**src/rtl/uart_tx_arbiter.sv**
```systemverilog
// Round-robin arbiter that shares one uart_tx datapath between NUM_REQ byte
// producers, tracking each frame through Tx_Active and flagging a dead datapath.
module uart_tx_arbiter #(
  parameter int unsigned NUM_REQ     = 4,
  parameter int unsigned ACT_TIMEOUT = 16,
  parameter int unsigned GAP_CLKS    = 0,
  localparam int unsigned IDX_W      = $clog2(NUM_REQ)
) (
  input  logic                   Clk,
  input  logic                   Rst_n,
  input  logic [NUM_REQ-1:0]     Req_Valid,
  input  logic [8*NUM_REQ-1:0]   Req_Byte,
  output logic [NUM_REQ-1:0]     Req_Ready,
  output logic                   Tx_Start,
  output logic [7:0]             Tx_Byte,
  input  logic                   Tx_Active,
  output logic                   Frame_Done,
  output logic [IDX_W-1:0]       Done_Id,
  output logic                   Busy,
  output logic                   Err_Timeout,
  input  logic                   Err_Clr
);

  localparam int unsigned CNT_MAX = (ACT_TIMEOUT > GAP_CLKS) ? ACT_TIMEOUT : GAP_CLKS;
  localparam int unsigned CNT_W   = $clog2(CNT_MAX + 1);

  typedef enum logic [1:0] {
    S_IDLE     = 2'd0,
    S_WAIT_ACT = 2'd1,
    S_BUSY     = 2'd2,
    S_GAP      = 2'd3
  } state_t;

  localparam state_t S_AFTER = (GAP_CLKS == 0) ? S_IDLE : S_GAP;

  state_t             r_state, w_state_nxt;
  logic [CNT_W-1:0]   r_cnt, w_cnt_nxt;
  logic [IDX_W-1:0]   r_ptr, w_ptr_nxt;
  logic [IDX_W-1:0]   r_id, w_id_nxt;
  logic [NUM_REQ-1:0] r_ready, w_ready_nxt;
  logic               r_start, w_start_nxt;
  logic [7:0]         r_byte, w_byte_nxt;
  logic               r_done, w_done_nxt;
  logic               r_busy;
  logic               r_err, w_err_set;
  logic               w_found;
  logic [IDX_W-1:0]   w_win;
  logic [7:0]         w_win_byte;

  function automatic logic [IDX_W-1:0] rr_idx(input logic [IDX_W-1:0] base,
                                              input int unsigned off);
    return IDX_W'((32'(base) + off) % NUM_REQ);
  endfunction

  // Search starts just after the last winner, so the last winner has lowest priority.
  always_comb begin
    w_found = 1'b0;
    w_win   = '0;
    for (int unsigned k = 1; k <= NUM_REQ; k++) begin
      if (!w_found && Req_Valid[rr_idx(r_ptr, k)]) begin
        w_found = 1'b1;
        w_win   = rr_idx(r_ptr, k);
      end
    end
  end

  always_comb begin
    w_win_byte = '0;
    for (int unsigned i = 0; i < NUM_REQ; i++) begin
      if (w_win == IDX_W'(i)) w_win_byte = Req_Byte[8*i +: 8];
    end
  end

  always_comb begin
    w_state_nxt = r_state;
    w_cnt_nxt   = r_cnt;
    w_ptr_nxt   = r_ptr;
    w_id_nxt    = r_id;
    w_byte_nxt  = r_byte;
    w_ready_nxt = '0;
    w_start_nxt = 1'b0;
    w_done_nxt  = 1'b0;
    w_err_set   = 1'b0;
    case (r_state)
      S_IDLE: begin
        // uart_tx has no reset, so never start while it may still be mid-frame.
        if (w_found && !Tx_Active) begin
          w_ready_nxt = NUM_REQ'(1) << w_win;
          w_start_nxt = 1'b1;
          w_byte_nxt  = w_win_byte;
          w_id_nxt    = w_win;
          w_ptr_nxt   = w_win;
          w_cnt_nxt   = '0;
          w_state_nxt = S_WAIT_ACT;
        end
      end
      S_WAIT_ACT: begin
        if (Tx_Active) begin
          w_state_nxt = S_BUSY;
        end else if (r_cnt == CNT_W'(ACT_TIMEOUT - 1)) begin
          w_err_set   = 1'b1;
          w_cnt_nxt   = '0;
          w_state_nxt = S_AFTER;
        end else begin
          w_cnt_nxt = r_cnt + 1'b1;
        end
      end
      S_BUSY: begin
        if (!Tx_Active) begin
          w_done_nxt  = 1'b1;
          w_cnt_nxt   = '0;
          w_state_nxt = S_AFTER;
        end
      end
      S_GAP: begin
        if (r_cnt == CNT_W'(GAP_CLKS)) begin
          w_cnt_nxt   = '0;
          w_state_nxt = S_IDLE;
        end else begin
          w_cnt_nxt = r_cnt + 1'b1;
        end
      end
      default: begin
        w_cnt_nxt   = '0;
        w_state_nxt = S_IDLE;
      end
    endcase
  end

  always_ff @(posedge Clk or negedge Rst_n) begin
    if (!Rst_n) begin
      r_state <= S_IDLE;
      r_cnt   <= '0;
      r_ptr   <= IDX_W'(NUM_REQ - 1);
      r_id    <= '0;
      r_ready <= '0;
      r_start <= 1'b0;
      r_byte  <= '0;
      r_done  <= 1'b0;
      r_busy  <= 1'b0;
      r_err   <= 1'b0;
    end else begin
      r_state <= w_state_nxt;
      r_cnt   <= w_cnt_nxt;
      r_ptr   <= w_ptr_nxt;
      r_id    <= w_id_nxt;
      r_ready <= w_ready_nxt;
      r_start <= w_start_nxt;
      r_byte  <= w_byte_nxt;
      r_done  <= w_done_nxt;
      r_busy  <= (w_state_nxt != S_IDLE);
      r_err   <= w_err_set | (r_err & ~Err_Clr);
    end
  end

  assign Req_Ready   = r_ready;
  assign Tx_Start    = r_start;
  assign Tx_Byte     = r_byte;
  assign Frame_Done  = r_done;
  assign Done_Id     = r_id;
  assign Busy        = r_busy;
  assign Err_Timeout = r_err;

endmodule

```
**config.mk**
```make
export PLATFORM = sky130hd
export DESIGN_NAME = uart_tx_arbiter
export DESIGN_NICKNAME = d
export VERILOG_FILES = /design/src/rtl/uart_tx_arbiter.sv
export SDC_FILE = /design/constraint.sdc
export NUM_CORES = 1
export LEC_CHECK = 0
export CAP_MARGIN = 20
export CORE_ASPECT_RATIO = 2
export CORE_MARGIN = 4
export CORE_UTILIZATION = 43
export DETAILED_ROUTE_END_ITERATION = 6
export GPL_ROUTABILITY_DRIVEN = 0
export HOLD_SLACK_MARGIN = 0.15
export PLACE_DENSITY = 0.86
export RECOVER_POWER = 25
export SKIP_LAST_GASP = 1
export SLEW_MARGIN = 20
export SYNTH_ARGS = -nofsm -noshare
export SYNTH_HDL_FRONTEND = slang
export SYNTH_SLANG_ARGS = --single-unit
```
**constraint.sdc**
```tcl
create_clock -name Clk -period 2.2 [get_ports Clk]
set_input_delay 0.22 -clock Clk [delete_from_list [all_inputs] [get_ports Clk]]
set_output_delay 0.22 -clock Clk [all_outputs]
set_load 0.01 [all_outputs]
```
---- Word-level counts from Yosys, hierarchy flattened ----
Index checks and enable logic that the tools add are counted.
W data, S select, Z words.
storage, ports and cells
  word-level logic and storage cells ...... 88
  flip-flop bits (word level) ............. 27
  output and inout bits ................... 18
cells by class
  equal/unequal tests ..................... 10
  reduce and logical (&&, ||, !) cells .... 14
  shift operators ......................... 1
  bitwise operators ....................... 3
  order comparisons ....................... 4
  muxes and demuxes ....................... 41
  $add $sub $neg .......................... 5
operators by type and width
  cell                   number
  $mux W8                4
  $mux W5                5
  $pmux W5 S4            1
  $mux W2                9
  $mux W1                15
  $lt A2 B3 Y1 const B   4
  $bmux W1 S2            4
  $eq A2 B2 Y1 const B   4
  $mux W4                2
  $pmux W2 S4            1
  $ne A2 B2 Y1 const B   3
  $add A5 B1 Y5 const B  1
  $eq A5 B4 Y1 const B   1
  $logic_not A5 Y1       1
  $add A2 B1 Y2 const B  2
  $add A2 B2 Y2 const B  2
  $eq A2 B1 Y1 const B   2
  $logic_and A1 B1 Y1    4
  $logic_not A1 Y1       4
  $logic_not A2 Y1       2
  $shl A1 B2 Y4 const A  1
  $reduce_and A3 Y1      1
  $reduce_and A2 Y1      1
  $reduce_bool A2 Y1     1
  3 further kinds        3

---- Longest topological paths before layout ----
  depth after elaboration ................. 18
  gate-level depth with buffers ........... 9

---- Least setup slack after synthesis ----
No wires, ideal clock.
  path kind ............................... register to register
  from .................................... register r_cnt[0]
  to ...................................... register r_cnt[3]
  cell stages (with the launch flop) ...... 9
  slack ................................... 0.348 ns
  path buffers ............................ 0
  period minus slack after synthesis ...... 1.852 ns
  data arrival time ....................... 1.761 ns
  cell sequence ........................... dfrtp_1 -> ha_1 -> nand3_1 -> inv_1 -> ha_1 -> nor4b_1 -> a31oi_2 -> or3_1 -> o221ai_1
between the ends
  word-level cells in the longest chain between the ends .. 4
ends and longest elaborated chain
  item                                                  RTL line       RTL
  from (decl)                                           37             logic [CNT_W-1:0] r_cnt, w_cnt_nxt;
  from (signal assigned)                                144            r_cnt <= w_cnt_nxt;
  $add A5 B1 Y5 / $eq A5 B4 Y1 (equally long branches)  105, 120, 100
  $mux W5                                               100            end else if (r_cnt == CNT_W'(ACT_TIMEOUT - 1)) begin
  $mux W5                                               98             if (Tx_Active) begin
  $pmux W5 S4 *                                         84             case (r_state)
Every way passes the cells marked *; elsewhere a longest branch is shown, timed or not. The select of a mux whose other input is x is not followed.
A chain may end at the register's enable or synchronous reset.

---- Final worst setup path ----
Same ends and word-level chain as after synthesis.

==> summary.txt <==
Logic synthesis
  • Synthesis-stage register bit count: 27
  • Simple-gate portion of the synthesized area: 0.151
  • Top cell type's share of synthesized area: 0.415
  • Post-synth cell types: 41
  • Area share of fa/ha/maj cells after synthesis: 0.0332
  • Compound-Gate Fraction of Synth Area: 0.203
  • Area share of xor/xnor cells in the synthesized design: 0.00581
  • Synth area leaders: dfrtp_1, a221oi_2, mux2i_1
  • Post-synthesis sequential area ratio: 0.450
  • Syn_nets: ~180
  • Combinational family with the most area after synthesis: compound AO/OA/AOI/OAI gates
  • Mux share of post-synthesis cell area: 0.0664
  • Largest area contributor in the synthesized netlist: dfrtp_1
  • Post-Syn Area: 1510 um2
  • Avg Inst Size Synth: between 10 and 15 um2
  • Yosys warns: 0
  • Post-Synthesis Cells: 140

Worst setup path
  • Reg2reg start: r_cnt[0]$_DFFE_PN0P_
  • FF-to-FF setup slack: 0.21 ns
  • CP endpoint kind: flop
  • Crit path max fanout: 7
  • Crit path max-delay family: simple AND/OR/NAND/NOR gates
  • Worst setup path startpoint: r_cnt[0]$_DFFE_PN0P_
  • Critical Path RT: roughly 2.4 ns
  • CP Class: reg2reg
  • Cell repeated most along the worst path: ha_1
  • CP max-delay cell: dfrtp_1
  • CP peak stage delay: roughly 0.43 ns
  • Reg-to-reg endpoint: r_cnt[3]$_DFFE_PN0P_
  • Worst path bufs/invs: 1
  • Reg2Reg Depth: 8
  • CP cell instances: ha_1, nand3_1, inv_1, ha_1, nor4b_2, a31oi_2, or3_1, o221ai_1
  • WP data arrival: 2.19 ns
  • CP startpoint kind: flop

STA
  • Worst-Margin Slew: between 1 and 1.5 ns
  • Worst setup margin: 0.206 ns
  • Period minus WS final: 1.99 ns
  • Final hold vios: 0
  • Clock Skews: 0.00346 ns
  • Period utilisation layout: 0.906
  • RSZ-0062 raised after global routing: false
  • Final slew viol count: 0
  • Setup TNS: 0 ns
  • Slew margin rel.: 0.0445
  • Fmax: roughly 0.5 GHz
  • Endpoints failing setup: 0

Global routing
  • Gr busiest metal: met2
  • GR Util met1: 0.192
  • First-pass GRT wire length: roughly 6500 um
  • Grt met3 use: 0.0228
  • GRT overflow: 0
  • Total GRT Usage: 0.183
  • Vias in the first global route: 1437
  • Initial antenna violation count: 0
  • Met2 Use GR: 0.334
  • Largest net degree at the start of global routing: 28

Pwr
  • Overall power: 2.26 mW
  • Pwr dens: ~1000 nW/um2
  • Leakage power: between 0.9 and 1 nW
  • Worst vdd ir: 0.626 mV

Placed design
  • Number of port buffers: 57
  • Post-placement cell count: 227
  • Pre-CTS WS: 0.0534 ns
  • DP Wirelength: 3160 um

Final layout
  • Layout cell share with drive strength beyond 1: 0.126
  • Diode count: 0
  • Reg area: 678 um2
  • Area Overhead vs Synth: 43.4%
  • Leading cell types in the layout, fill and taps excluded: clkdlybuf4s50_1, dfrtp_1, inv_1
  • Most common cell after layout, fill and taps aside: clkdlybuf4s50_1
  • Nets: 244
  • Layout fillers: 268
  • Finished Layout Cells: 231
  • Multi-input gate area: 699 um2

Clock tree
  • Htree depth: 1
  • CTS Sinks: 27
  • Total CTS buffers: 3
  • Clk_lat worst skew: between 0.2 and 0.3 ns
  • CTS Hold Buffers Added: 0
  • Postcts setup bufs: 0
  • CTS tree: built
  • Clk slew on worst S/H paths: 0.09 ns
  • Post-cts repair resize count: 0
  • Clk buf depth: 2
  • Clock root buffer: clkbuf_8

Routing
  • Initial drt markers: 16
  • Vias per Instance: 5.88
  • Number of nets with antenna violations after routing: 0
  • 1st-pass router iterations: 4
  • DRC violations left: 0
  • WL per Instance: 17.4 um
  • Routed wire length: approximately 4000 um
  • Vias: about 1400

Floorplanning
  • Starting Density: 0.446
  • Total Die Area: 4570 um2
  • IO Pins: 58
  • Die H: 91.7 um
  • Floorplan core area: 3380 um2
  • Die W: 49.9 um
  • Rows: 30

Worst hold path
  • Hold Crit Class: in2reg
  • Worst Hold End: Tx_Byte[6]$_DFFE_PN0P_
  • Hold Path Cell Cnt: 3
  • Hold_sp: Req_Byte[30]

Outcome
  • Status: completed

Run
  • Max_cap viols: 0
## cells in the mapped netlist
master and number:
nand4b_2 1, and3_4 1, a221oi_2 8, nor2_1 8, dfstp_2 2, or3_1 1
nor3_1 1, a2bb2oi_1 1, clkbuf_1 1, nand2b_1 4, o22ai_1 9, nor4_2 1
inv_6 1, nor2_4 1, inv_1 16, o21ai_0 3, nand3_1 5, nand2_1 12
a32o_1 1, buf_8 2, a22o_1 1, buf_6 2, a21boi_0 1, xor2_1 1
ha_1 4, o21a_1 1, nor3b_1 1, or4b_1 1, nand3b_1 1, a211oi_1 1
buf_2 2, a31oi_2 1, a22oi_1 1, or4_1 1, o221ai_1 1, nor4b_1 1
o21ai_1 3, o22a_1 1, mux2i_1 10, a211oi_2 1, dfrtp_1 25
## metrics by stage
step                      instance area, um2   util  hold slack [ns]
after floorplan                         1510      -          -0.0756
after global placement                  2110  0.626            0.461
after detailed placement                2110  0.626            0.482
after CTS                               2160  0.639            0.315
after global routing                    2160  0.640            0.496
final                                   2160  0.640            0.487
## layout make-up
type	count	share of cell area
Clock buffer	4	0.0208
Inverter	17	0.0318
Multi-Input combinational cell	89	0.324
Sequential cell	27	0.314
Tap cell	32	0.0185
Timing Repair Buffer	62	0.291
## sequential cells by signal (all words and copies together) (netlist names), 2 cells and up
name / flops
Tx_Byte: 8
r_cnt: 5
Req_Ready: 4
Done_Id: 2
r_ptr: 2
r_state: 2
## worst reg2reg max path, delay by kind of cell (launching register included)
| family | cells | cell delay, ns |
|---|---|---|
| AND/OR/NAND/NOR | 3 | 0.77 |
| adder cells (fa/ha/maj) | 2 | 0.46 |
| flip-flops | 1 | 0.43 |
| AO/OA/AOI/OAI | 2 | 0.20 |
| buffers and inverters | 1 | 0.06 |
## logic make-up after synthesis
| family | count (synthesis) |
|---|---|
| compound gates | 34 |
| xor+xnor | 1 |
| fa+ha+maj | 4 |
| buf+inv | 24 |
| flops | 27 |
| mux | 10 |
| simple gates | 40 |
## per-layer routing
metal,wire length (um),part of all wire
met4,168,0.042
met3,170,0.042
met5,0,0
met2,2230,0.55
met1,1460,0.36
## worst max-delay path by stage
stage / cells past startpoint / slack (ns) / to
after floorplan: 8 / 0.35 / r_cnt[3]$_DFFE_PN0P_
after global routing: 8 / 0.08 / r_cnt[3]$_DFFE_PN0P_
after detailed placement: 6 / 0.05 / Tx_Byte[3]$_DFFE_PN0P_
after global placement: 7 / 0.11 / Tx_Byte[2]$_DFFE_PN0P_
after CTS: 8 / 0.13 / r_cnt[3]$_DFFE_PN0P_
final: 8 / 0.21 / r_cnt[3]$_DFFE_PN0P_
## power by group
group | total [mW] | internal (mW) | switching [mW]
clock network | 0.287 | 0.130 | 0.157
logic | 1.12 | 0.617 | 0.505
registers | 0.850 | 0.683 | 0.167
total | 2.26 | 1.43 | 0.829
(Power assumes the default switching activity.)
